--- src/rtl/mux_scan_ctrl_if.sv ---
// Bundle of the scan controller's data/handshake signals.
// The slave modport is the controller's view; the master modport is the
// view of whatever drives requests, returns mux data and consumes results.
interface mux_scan_ctrl_if;
  logic       enable;     // permit new scans to start
  logic [7:0] req;        // per-channel data-pending flags
  logic [7:0] mux_out;    // data from the external 8:1 mux for current sel
  logic       out_ready;  // consumer accepts out_data when out_valid is high
  logic [2:0] sel;        // channel select to the external mux
  logic [7:0] out_data;   // captured channel data
  logic [2:0] out_ch;     // channel index of out_data
  logic       out_valid;  // out_data/out_ch are valid
  logic [7:0] ack;        // one-hot, one-cycle capture pulse
  logic       busy;       // controller is not idle

  modport master (
    output enable, req, mux_out, out_ready,
    input  sel, out_data, out_ch, out_valid, ack, busy
  );

  modport slave (
    input  enable, req, mux_out, out_ready,
    output sel, out_data, out_ch, out_valid, ack, busy
  );
endinterface

--- src/rtl/mux_scan_ctrl.sv ---
// Round-robin scan controller for an external 8:1 multiplexer.
// Picks the next pending channel after the last granted one, drives sel,
// waits SETTLE+1 cycles for the mux path to settle, captures mux_out and
// presents it on a valid/ready output with a one-cycle one-hot ack pulse.
// SETTLE is meaningful over 1..15 (4-bit settle counter).
module mux_scan_ctrl #(
  parameter int unsigned SETTLE = 1
) (
  input  logic            clk,
  input  logic            reset,
  mux_scan_ctrl_if.slave  bus
);

  typedef enum logic [1:0] {
    ST_IDLE   = 2'd0,
    ST_SETTLE = 2'd1,
    ST_HOLD   = 2'd2
  } state_t;

  localparam logic [3:0] SETTLE_CNT = 4'(SETTLE);

  state_t     state_q, state_d;
  logic [2:0] ptr_q,   ptr_d;    // last granted channel
  logic [3:0] cnt_q,   cnt_d;    // settle countdown
  logic [2:0] sel_q,   sel_d;
  logic [7:0] data_q,  data_d;
  logic [2:0] ch_q,    ch_d;
  logic       valid_q, valid_d;
  logic [7:0] ack_q,   ack_d;
  logic       busy_q,  busy_d;

  logic [2:0] pick;       // first pending channel after ptr, wrapping
  logic       pick_vld;   // at least one channel pending

  // Round-robin search starting one past the last granted channel.
  // The eighth probe lands on ptr itself, so a lone request is re-granted.
  always_comb begin
    // NOTE: every signal assigned in an always_comb gets a default first;
    // a path that leaves one unassigned would infer a latch.
    pick     = ptr_q;
    pick_vld = 1'b0;
    for (int k = 1; k <= 8; k++) begin
      if (!pick_vld && bus.req[3'(int'(ptr_q) + k)]) begin
        pick     = 3'(int'(ptr_q) + k);
        pick_vld = 1'b1;
      end
    end
  end

  // Next-state and next-output logic for the IDLE -> SETTLE -> HOLD scan.
  always_comb begin
    state_d = state_q;
    ptr_d   = ptr_q;
    cnt_d   = cnt_q;
    sel_d   = sel_q;
    data_d  = data_q;
    ch_d    = ch_q;
    valid_d = valid_q;
    ack_d   = 8'h00;   // ack only ever lasts the cycle after a capture

    case (state_q)
      ST_IDLE: begin
        // enable and req are only consulted here; once a scan starts it
        // runs to completion regardless of them.
        if (bus.enable && pick_vld) begin
          sel_d   = pick;
          cnt_d   = SETTLE_CNT;
          state_d = ST_SETTLE;
        end
      end

      ST_SETTLE: begin
        // The counter is loaded with SETTLE and captured when found at 0,
        // so out_valid rises SETTLE+1 edges after the granting edge.
        if (cnt_q == 4'd0) begin
          data_d  = bus.mux_out;
          ch_d    = sel_q;
          valid_d = 1'b1;
          ack_d   = 8'h01 << sel_q;
          state_d = ST_HOLD;
        end else begin
          cnt_d = cnt_q - 4'd1;
        end
      end

      ST_HOLD: begin
        // Outputs are frozen until the consumer takes them. Returning to
        // IDLE first guarantees a gap cycle before the next grant.
        if (valid_q && bus.out_ready) begin
          valid_d = 1'b0;
          ptr_d   = ch_q;
          state_d = ST_IDLE;
        end
      end

      default: begin
        state_d = ST_IDLE;
      end
    endcase

    busy_d = (state_d != ST_IDLE);
  end

  // State and registered outputs; reset clears everything and primes ptr
  // to 7 so channel 0 has first priority.
  always_ff @(posedge clk or posedge reset) begin
    if (reset) begin
      state_q <= ST_IDLE;
      ptr_q   <= 3'd7;
      cnt_q   <= 4'd0;
      sel_q   <= 3'd0;
      data_q  <= 8'h00;
      ch_q    <= 3'd0;
      valid_q <= 1'b0;
      ack_q   <= 8'h00;
      busy_q  <= 1'b0;
    end else begin
      // NOTE: state flops use non-blocking assignment so every flop samples
      // the pre-edge values, independent of statement order.
      state_q <= state_d;
      ptr_q   <= ptr_d;
      cnt_q   <= cnt_d;
      sel_q   <= sel_d;
      data_q  <= data_d;
      ch_q    <= ch_d;
      valid_q <= valid_d;
      ack_q   <= ack_d;
      busy_q  <= busy_d;
    end
  end

  assign bus.sel       = sel_q;
  assign bus.out_data  = data_q;
  assign bus.out_ch    = ch_q;
  assign bus.out_valid = valid_q;
  assign bus.ack       = ack_q;
  assign bus.busy      = busy_q;

endmodule

--- src/flat_wrapper.sv ---
// flat-port wrapper written by rule: the top's interface ports become plain ports
module mux_scan_ctrl_flat 
#(
  parameter int unsigned SETTLE = 1
)
  (clk, reset, bus_enable, bus_req, bus_mux_out, bus_out_ready, bus_sel, bus_out_data, bus_out_ch, bus_out_valid, bus_ack, bus_busy);
  mux_scan_ctrl_if bus_i ();
  input  logic clk;
  input  logic reset;
  input wire logic [$bits(bus_i.enable)-1:0] bus_enable;
  input wire logic [$bits(bus_i.req)-1:0] bus_req;
  input wire logic [$bits(bus_i.mux_out)-1:0] bus_mux_out;
  input wire logic [$bits(bus_i.out_ready)-1:0] bus_out_ready;
  output wire logic [$bits(bus_i.sel)-1:0] bus_sel;
  output wire logic [$bits(bus_i.out_data)-1:0] bus_out_data;
  output wire logic [$bits(bus_i.out_ch)-1:0] bus_out_ch;
  output wire logic [$bits(bus_i.out_valid)-1:0] bus_out_valid;
  output wire logic [$bits(bus_i.ack)-1:0] bus_ack;
  output wire logic [$bits(bus_i.busy)-1:0] bus_busy;
  assign bus_i.enable = bus_enable;
  assign bus_i.req = bus_req;
  assign bus_i.mux_out = bus_mux_out;
  assign bus_i.out_ready = bus_out_ready;
  assign bus_sel = bus_i.sel;
  assign bus_out_data = bus_i.out_data;
  assign bus_out_ch = bus_i.out_ch;
  assign bus_out_valid = bus_i.out_valid;
  assign bus_ack = bus_i.ack;
  assign bus_busy = bus_i.busy;
  mux_scan_ctrl #(.SETTLE(SETTLE)) u_core (.clk(clk), .reset(reset), .bus(bus_i));
endmodule
--- config.mk ---
export PLATFORM = sky130hd
export DESIGN_NAME = mux_scan_ctrl_flat
export DESIGN_NICKNAME = d
export VERILOG_FILES = /design/src/rtl/mux_scan_ctrl_if.sv /design/src/rtl/mux_scan_ctrl.sv /design/src/flat_wrapper.sv
export SDC_FILE = /design/constraint.sdc
export NUM_CORES = 1
export LEC_CHECK = 0
export CORE_UTILIZATION = 50
export CTS_BUF_LIST = sky130_fd_sc_hd__clkbuf_4 sky130_fd_sc_hd__clkbuf_8
export CTS_CLUSTER_DIAMETER = 40
export DETAILED_ROUTE_END_ITERATION = 16
export GPL_ROUTABILITY_DRIVEN = 0
export GPL_TIMING_DRIVEN = 0
export PLACE_DENSITY = 0.76
export SYNTH_ARGS = -nofsm -noshare
export SYNTH_HDL_FRONTEND = slang
export SYNTH_SLANG_ARGS = --single-unit
--- constraint.sdc ---
create_clock -name clk -period 4.4 [get_ports clk]
set_input_delay 0.44 -clock clk [delete_from_list [all_inputs] [get_ports clk]]
set_output_delay 0.44 -clock clk [all_outputs]
set_load 0.01 [all_outputs]
# Word level (Yosys, flattened, before mapping)
# Cells that the tools add are included.
[totals] n_memories=0 inputBits=20 ramBits=0 romBits=0 regBits=33 latchBits=0 wordCells=111 out_inout_bits=24
[op_classes] div_mod_pow=0 magnitude_cmp=8 shift=1 n_bitwise=0 add_sub_neg=9 multipliers=0 n_eq_ne=6 reduce_logical=26 mux=52
[op_table] op="< comparator 3 x 5 -> 1 bit (second input constant)" n=8
[op_table] op="two-way mux 1 bit" n=26
[op_table] op="binary-select mux 1 bit (select 3 bit)" n=8
[op_table] op="two-way mux 3 bit" n=8
[op_table] op="two-way mux 8 bit" n=2
[op_table] op="adder 3 bit (second input constant)" n=4
[op_table] op="logical AND 1 bit" n=9
[op_table] op="two-way mux 4 bit" n=2
[op_table] op="case mux 4 bit (2 select lines)" n=1
[op_table] op="left shift 1 x 3 -> 8 bit (first input constant)" n=1
[op_table] op="zero test 1 bit" n=7
[op_table] op="adder 3 x 1 -> 3 bit (second input constant)" n=2
[op_table] op="adder 3 x 2 -> 3 bit (second input constant)" n=2
[op_table] op="two-way mux 2 bit" n=3
[op_table] op="!= test 2 x 1 -> 1 bit (second input constant)" n=3
[op_table] op="case mux 2 bit (3 select lines)" n=1
[op_table] op="AND reduction 2 bit" n=3
[op_table] op="AND reduction 3 bit" n=2
[op_table] op="nonzero test 2 bit" n=3
[op_table] op="zero test 4 bit" n=1
[op_table] op="subtractor 4 x 1 -> 4 bit (second input constant)" n=1
[op_table] op="equality test 2 x 1 -> 1 bit (second input constant)" n=1
[op_table] op="equality test 2 bit (second input constant)" n=1
[op_table] op="zero test 2 bit" n=1
[op_table] op="2 further kinds" n=2

# Logic depth before layout (Yosys ltp)
[logic_depth] depth_word=30 mapped_depth=11 mapped_depth_nobuf=8

# Least setup slack after synthesis
# Ideal clock, no wire load.
[synth_timing] path_type="reg-to-reg" start="register u_core.ptr_q[1]" end="register u_core.cnt_q[0]" t_arrival_ps=2706 period_less_slack_ps=2831 required_time_ps=4275 stages_incl_launch_ff=12 setup_slack_ps=1569 path_cell_list="dfstp_2 -> buf_4 -> inv_1 -> ha_1 -> buf_2 -> mux4_2 -> mux2i_1 -> and4_1 -> buf_4 -> a31o_4 -> a21oi_2 -> mux2_4"
[synth_between] elab_chain_cells=29 elab_cells_between_ends=57 classes_between="add/sub: 8; eq/ne: 1; mux: 32; reduce/logical: 16"
[synth_lines] item="start: declaration" line_no="mux_scan_ctrl.sv:23" rtl="logic [2:0] ptr_q, ptr_d;"
[synth_lines] item="start signal: assignment" line_no="mux_scan_ctrl.sv:121" rtl="ptr_q <= ptr_d;"
[synth_lines] item="adder 3 x 1 -> 3 bit" line_no="mux_scan_ctrl.sv:43" rtl="if (!pick_vld && bus.req[3'(int'(ptr_q) + k)]) begin"
[synth_lines] item="binary-select mux 1 bit (select 3 bit)" line_no="mux_scan_ctrl.sv:43"
[synth_lines] item="two-way mux 1 bit (not written as such) (2 in a row)" line_no="mux_scan_ctrl.sv:43"
[synth_lines] item="two-way mux 1 bit" line_no="mux_scan_ctrl.sv:43"
[synth_lines] item="zero test 1 bit" line_no="mux_scan_ctrl.sv:43"
[synth_lines] item="logical AND 1 bit" line_no="mux_scan_ctrl.sv:43"
[synth_lines] item="two-way mux 1 bit" line_no="mux_scan_ctrl.sv:43"
[synth_lines] item="zero test 1 bit" line_no="mux_scan_ctrl.sv:43"
[synth_lines] item="[... 12 more ...]"
[synth_lines] item="logical AND 1 bit" line_no="mux_scan_ctrl.sv:43"
[synth_lines] item="two-way mux 1 bit" line_no="mux_scan_ctrl.sv:43"
[synth_lines] item="zero test 1 bit" line_no="mux_scan_ctrl.sv:43"
[synth_lines] item="logical AND 1 bit" line_no="mux_scan_ctrl.sv:43"
[synth_lines] item="two-way mux 1 bit (*)" line_no="mux_scan_ctrl.sv:43"
[synth_lines] item="logical AND 1 bit (*)" line_no="mux_scan_ctrl.sv:65" rtl="if (bus.enable && pick_vld) begin"
[synth_lines] item="!= test 2 x 1 -> 1 bit (no source line) (*)"
[synth_lines] item="AND reduction 3 bit (no source line) (*)"
[synth_lines] item="end signal: assignment" line_no="mux_scan_ctrl.sv:122" rtl="cnt_q <= cnt_d;"
[synth_lines] item="end: declaration" line_no="mux_scan_ctrl.sv:24" rtl="logic [3:0] cnt_q, cnt_d;"
# Mark *: on every way between the ends. The rest lies on a longest branch, timed or not. The select of a mux whose other input is x is not followed.
# A chain may end at the register's enable or synchronous reset.

# Worst setup path after layout
# Same ends and word-level chain as after synthesis.

==> flow_metrics.py <==
metrics = {
    "synth": {
        "synth.largest_area_cell": "dfrtp_1",
        "avgSynthCellArea_um2": 10.44,
        "synth_cell_types": 51,
        "syn_inst": 211,
        "synth_seq_cells": 33,
        "async_flop_share_pct": 100.0,
        "synth_warnings": 0,
        "synth_edf_count": 0,
        "ys_top_cells_by_area": "dfrtp_1 (34%), mux4_2 (10%), mux2_2 (7.7%)",
        "synth_top_area_share_pct": 34.07,
        "yosysSeqAreaShare_pct": 37.65,
        "syn_nets": 239,
        "synth_top_flop_cell": "dfrtp_1",
        "syn_area_um2": 2203,
    },
    "run_status": {
        "status": "finished clean",
    },
    "global_routing": {
        "grt.overflow.total": 0,
        "antenna_found_initial": 0,
        "grt_max_degree": 34,
        "grtUsageTotal_pct": 23.40,
        "grt_pass1_wl_mm": 7.900,
        "grt_pass1_vias": 1738,
    },
    "timing": {
        "layout_setup_ws_ns": 1.132,
        "rsz0062_at_grt": "false",
        "timing.final.crit_share_pct": 74.27,
        "tightest_slew_ns": 0.6793,
        "clock_skew_ns": 0.002219,
        "relSlewSlack_pct": 53.41,
        "fmax_ghz": 0.3060,
        "setup_viol": 0,
        "hold_ws_ns": 0.4372,
        "final.setup.tns_ns": 0,
        "min_period_ns": 3.268,
        "hold_violations": 0,
        "drv_slew": 0,
    },
    "setup_path": {
        "crit_required_ns": 4.56,
        "critPathKind": "flip-flop to flip-flop",
        "ff2ff_path_depth": 11,
        "crit_arrival_ns": 3.43,
        "reg2reg_from": "u_core.ptr_q[1]",
        "crit_path_max_fanout": 10,
        "startpoint_type": "flip-flop",
        "r2r-end": "u_core.cnt_q[0]",
        "end_kind": "flip-flop",
        "reg2reg_slack_ns": 1.13,
    },
    "floorplanning": {
        "die_y_um": 68.39,
        "core_um2": 4115,
        "start_util_pct": 53.54,
        "die_w_um": 68.39,
        "fp-row-count": 23,
        "ioPinCount": 44,
        "design.die.area_um2": 4677,
    },
    "hold_path": {
        "worstHoldPathType": "input pin to async pin",
    },
    "pwr": {
        "switchingPower_uw": 931.8,
        "pwr-share-seq_pct": 22.0,
        "power_density_nw_per_um2": 779.2,
        "ir_drop_mv": 0.4742,
        "switching_share_pct": 42.05,
        "pwr-share-comb_pct": 64.6,
        "leakagePower_uw": 0.001214,
        "p_int_uw": 1284,
        "p_clk_share_pct": 13.4,
    },
    "placed_design": {
        "dp_hpwl_mm": 3.652,
        "place_worst_setup_slack_ns": 1.165,
        "placed_cells": 304,
        "io_buffers": 43,
    },
    "cts": {
        "holdBufCountCts": 0,
        "numCtsBuffers": 5,
        "clock_path_buffers": 2,
        "clock-sinks": 33,
        "clk-insertion-delay-late_ns": 0.28,
        "clk_pin_slew_ns": 0.07,
        "cts_tree": "built",
        "htreeDepth": 2,
        "cts_root_buf": "clkbuf_8",
        "post_cts_resized": 0,
        "cts_setup_buffers": 0,
    },
    "final_layout": {
        "stdcell_count": 313,
        "drive_above_1_share_pct": 18.63,
        "fillCellCount": 312,
        "nets": 290,
        "area_growth_pct": 29.07,
        "utilization_pct": 69.11,
        "n_antenna_cell": 0,
    },
    "detailed_routing": {
        "ant_nets": 0,
        "finalWirelength_mm": 4.847,
        "drcViolationCount": 0,
        "drt_iter0_drc": 90,
        "vias_per_cell": 5.859,
        "vias": 1834,
        "post_drt_wl_per_cell_um": 15.49,
        "drt_pre_antenna_iters": 4,
    },
    "run": {
        "drv_cap": 0,
    },
}
per-stage QoR:
step	instance area [um^2]	total power [uW]
after floorplan	2203	1519
after global placement	2696	1882
after detailed placement	2696	1905
after CTS	2816	2210
after global routing	2844	2390
final	2844	2216
per-layer routing:
metal	vias up	GRT usage [%]	share of wire, %
met5	-	0	0
met4	0	6.250	0.83
met3	4	7.000	6.2
met2	71	38.60	49
met1	881	29.63	44
li1	878	-	-
flip-flops by register name, summed over array words and instances (netlist names):
name / count
u_core.bus.ack: 8
u_core.cnt_q: 4
u_core.state_q: 2
u_core.bus.busy: 1
u_core.bus.sel: 3
u_core.ptr_q: 3
u_core.bus.out_valid: 1
u_core.bus.out_ch: 3
u_core.bus.out_data: 8
cell usage after synthesis, types with 2 or more instances:
master and count:
buf_2 2, o2bb2ai_1 2, nand3_1 7, o21ai_0 6
nand2_1 17, a221oi_1 3, o21a_1 2, mux2_2 15
o21ai_1 3, a21oi_1 12, nor2_1 12, a31oi_1 5
mux4_2 10, and3_1 3, nand4_1 2, nor3_1 4
ha_1 8, clkbuf_1 3, dfrtp_1 30, inv_1 19
buf_4 3, nand2b_1 5, dfstp_2 3, and4_1 2
mux2i_1 7
power by group through the flow:
| stage | clock, uW | sequential [uW] | combinational [uW] |
|---|---|---|---|
| after floorplan | 0 | 515 | 1000 |
| after global placement | 0 | 490 | 1390 |
| after detailed placement | 0 | 494 | 1410 |
| after CTS | 302 | 489 | 1420 |
| after global routing | 318 | 504 | 1570 |
| final | 297 | 488 | 1430 |
worst max-delay path: stages (launching register included):
cell and delay, ns:
dfstp_2 0.55, buf_4 0.20, inv_1 0.13, ha_1 0.29, buf_2 0.23, mux4_2 0.41, mux2i_1 0.35, and4_1 0.24
buf_4 0.15, a31o_4 0.18, a21oi_2 0.10, mux2_4 0.31
worst max path at each step:
stage	to	slack, ns	startpoint	cells after the start
floorplan	u_core.cnt_q[0]	1.57	u_core.ptr_q[1]	11
global placement	u_core.cnt_q[0]	1.16	u_core.ptr_q[1]	11
detailed placement	u_core.bus.busy	1.16	u_core.ptr_q[1]	11
CTS	u_core.bus.busy	1.15	u_core.ptr_q[1]	11
global route	u_core.bus.busy	0.92	u_core.ptr_q[1]	11
finish	u_core.cnt_q[0]	1.13	u_core.ptr_q[1]	11
cell type report:
| cell class | count | area (um^2) | share of cell area, % |
|---|---|---|---|
| flip-flops and latches | 33 | 829.5 | 29.17 |
| repair buffers | 44 | 457.9 | 16.10 |
| clock buffers | 7 | 90.09 | 3.168 |
| inverters | 19 | 71.32 | 2.508 |
| well taps | 50 | 62.56 | 2.200 |
| clock inverters | 1 | 30.03 | 1.056 |
| plain buffers | 9 | 55.05 | 1.936 |
| multi-input cells | 150 | 1247 | 43.86 |
cells in the final DEF, fill, tap and decap left out, drive strengths merged, types with 7 or more instances in the layout:
cell           instances
o21ai                  9
buf                    7
clkbuf                10
clkdlybuf4s50         43
ha                     8
mux2i                  8
nand2                 17
a21oi                 13
inv                   18
mux4                  10
nor2                  12
mux2                  17
dfrtp                 30
nand3                  7
logic make-up (layout without fill, tap and decap cells):
family                     after synthesis  after routing  synth area share [%]
and+or+nand+nor                         55             55                 11.98
AOI/OAI and AO/OA                       49             49                 15.67
muxes                                   35             35                 22.88
DFF                                     33             33                 37.65
buffers and inverters                   28             80                 5.735
adders and majority gates                8              8                 4.543
xor gates and xnor gates                 3              3                 1.534
Note: power is estimated with default switching activity, not from simulation.
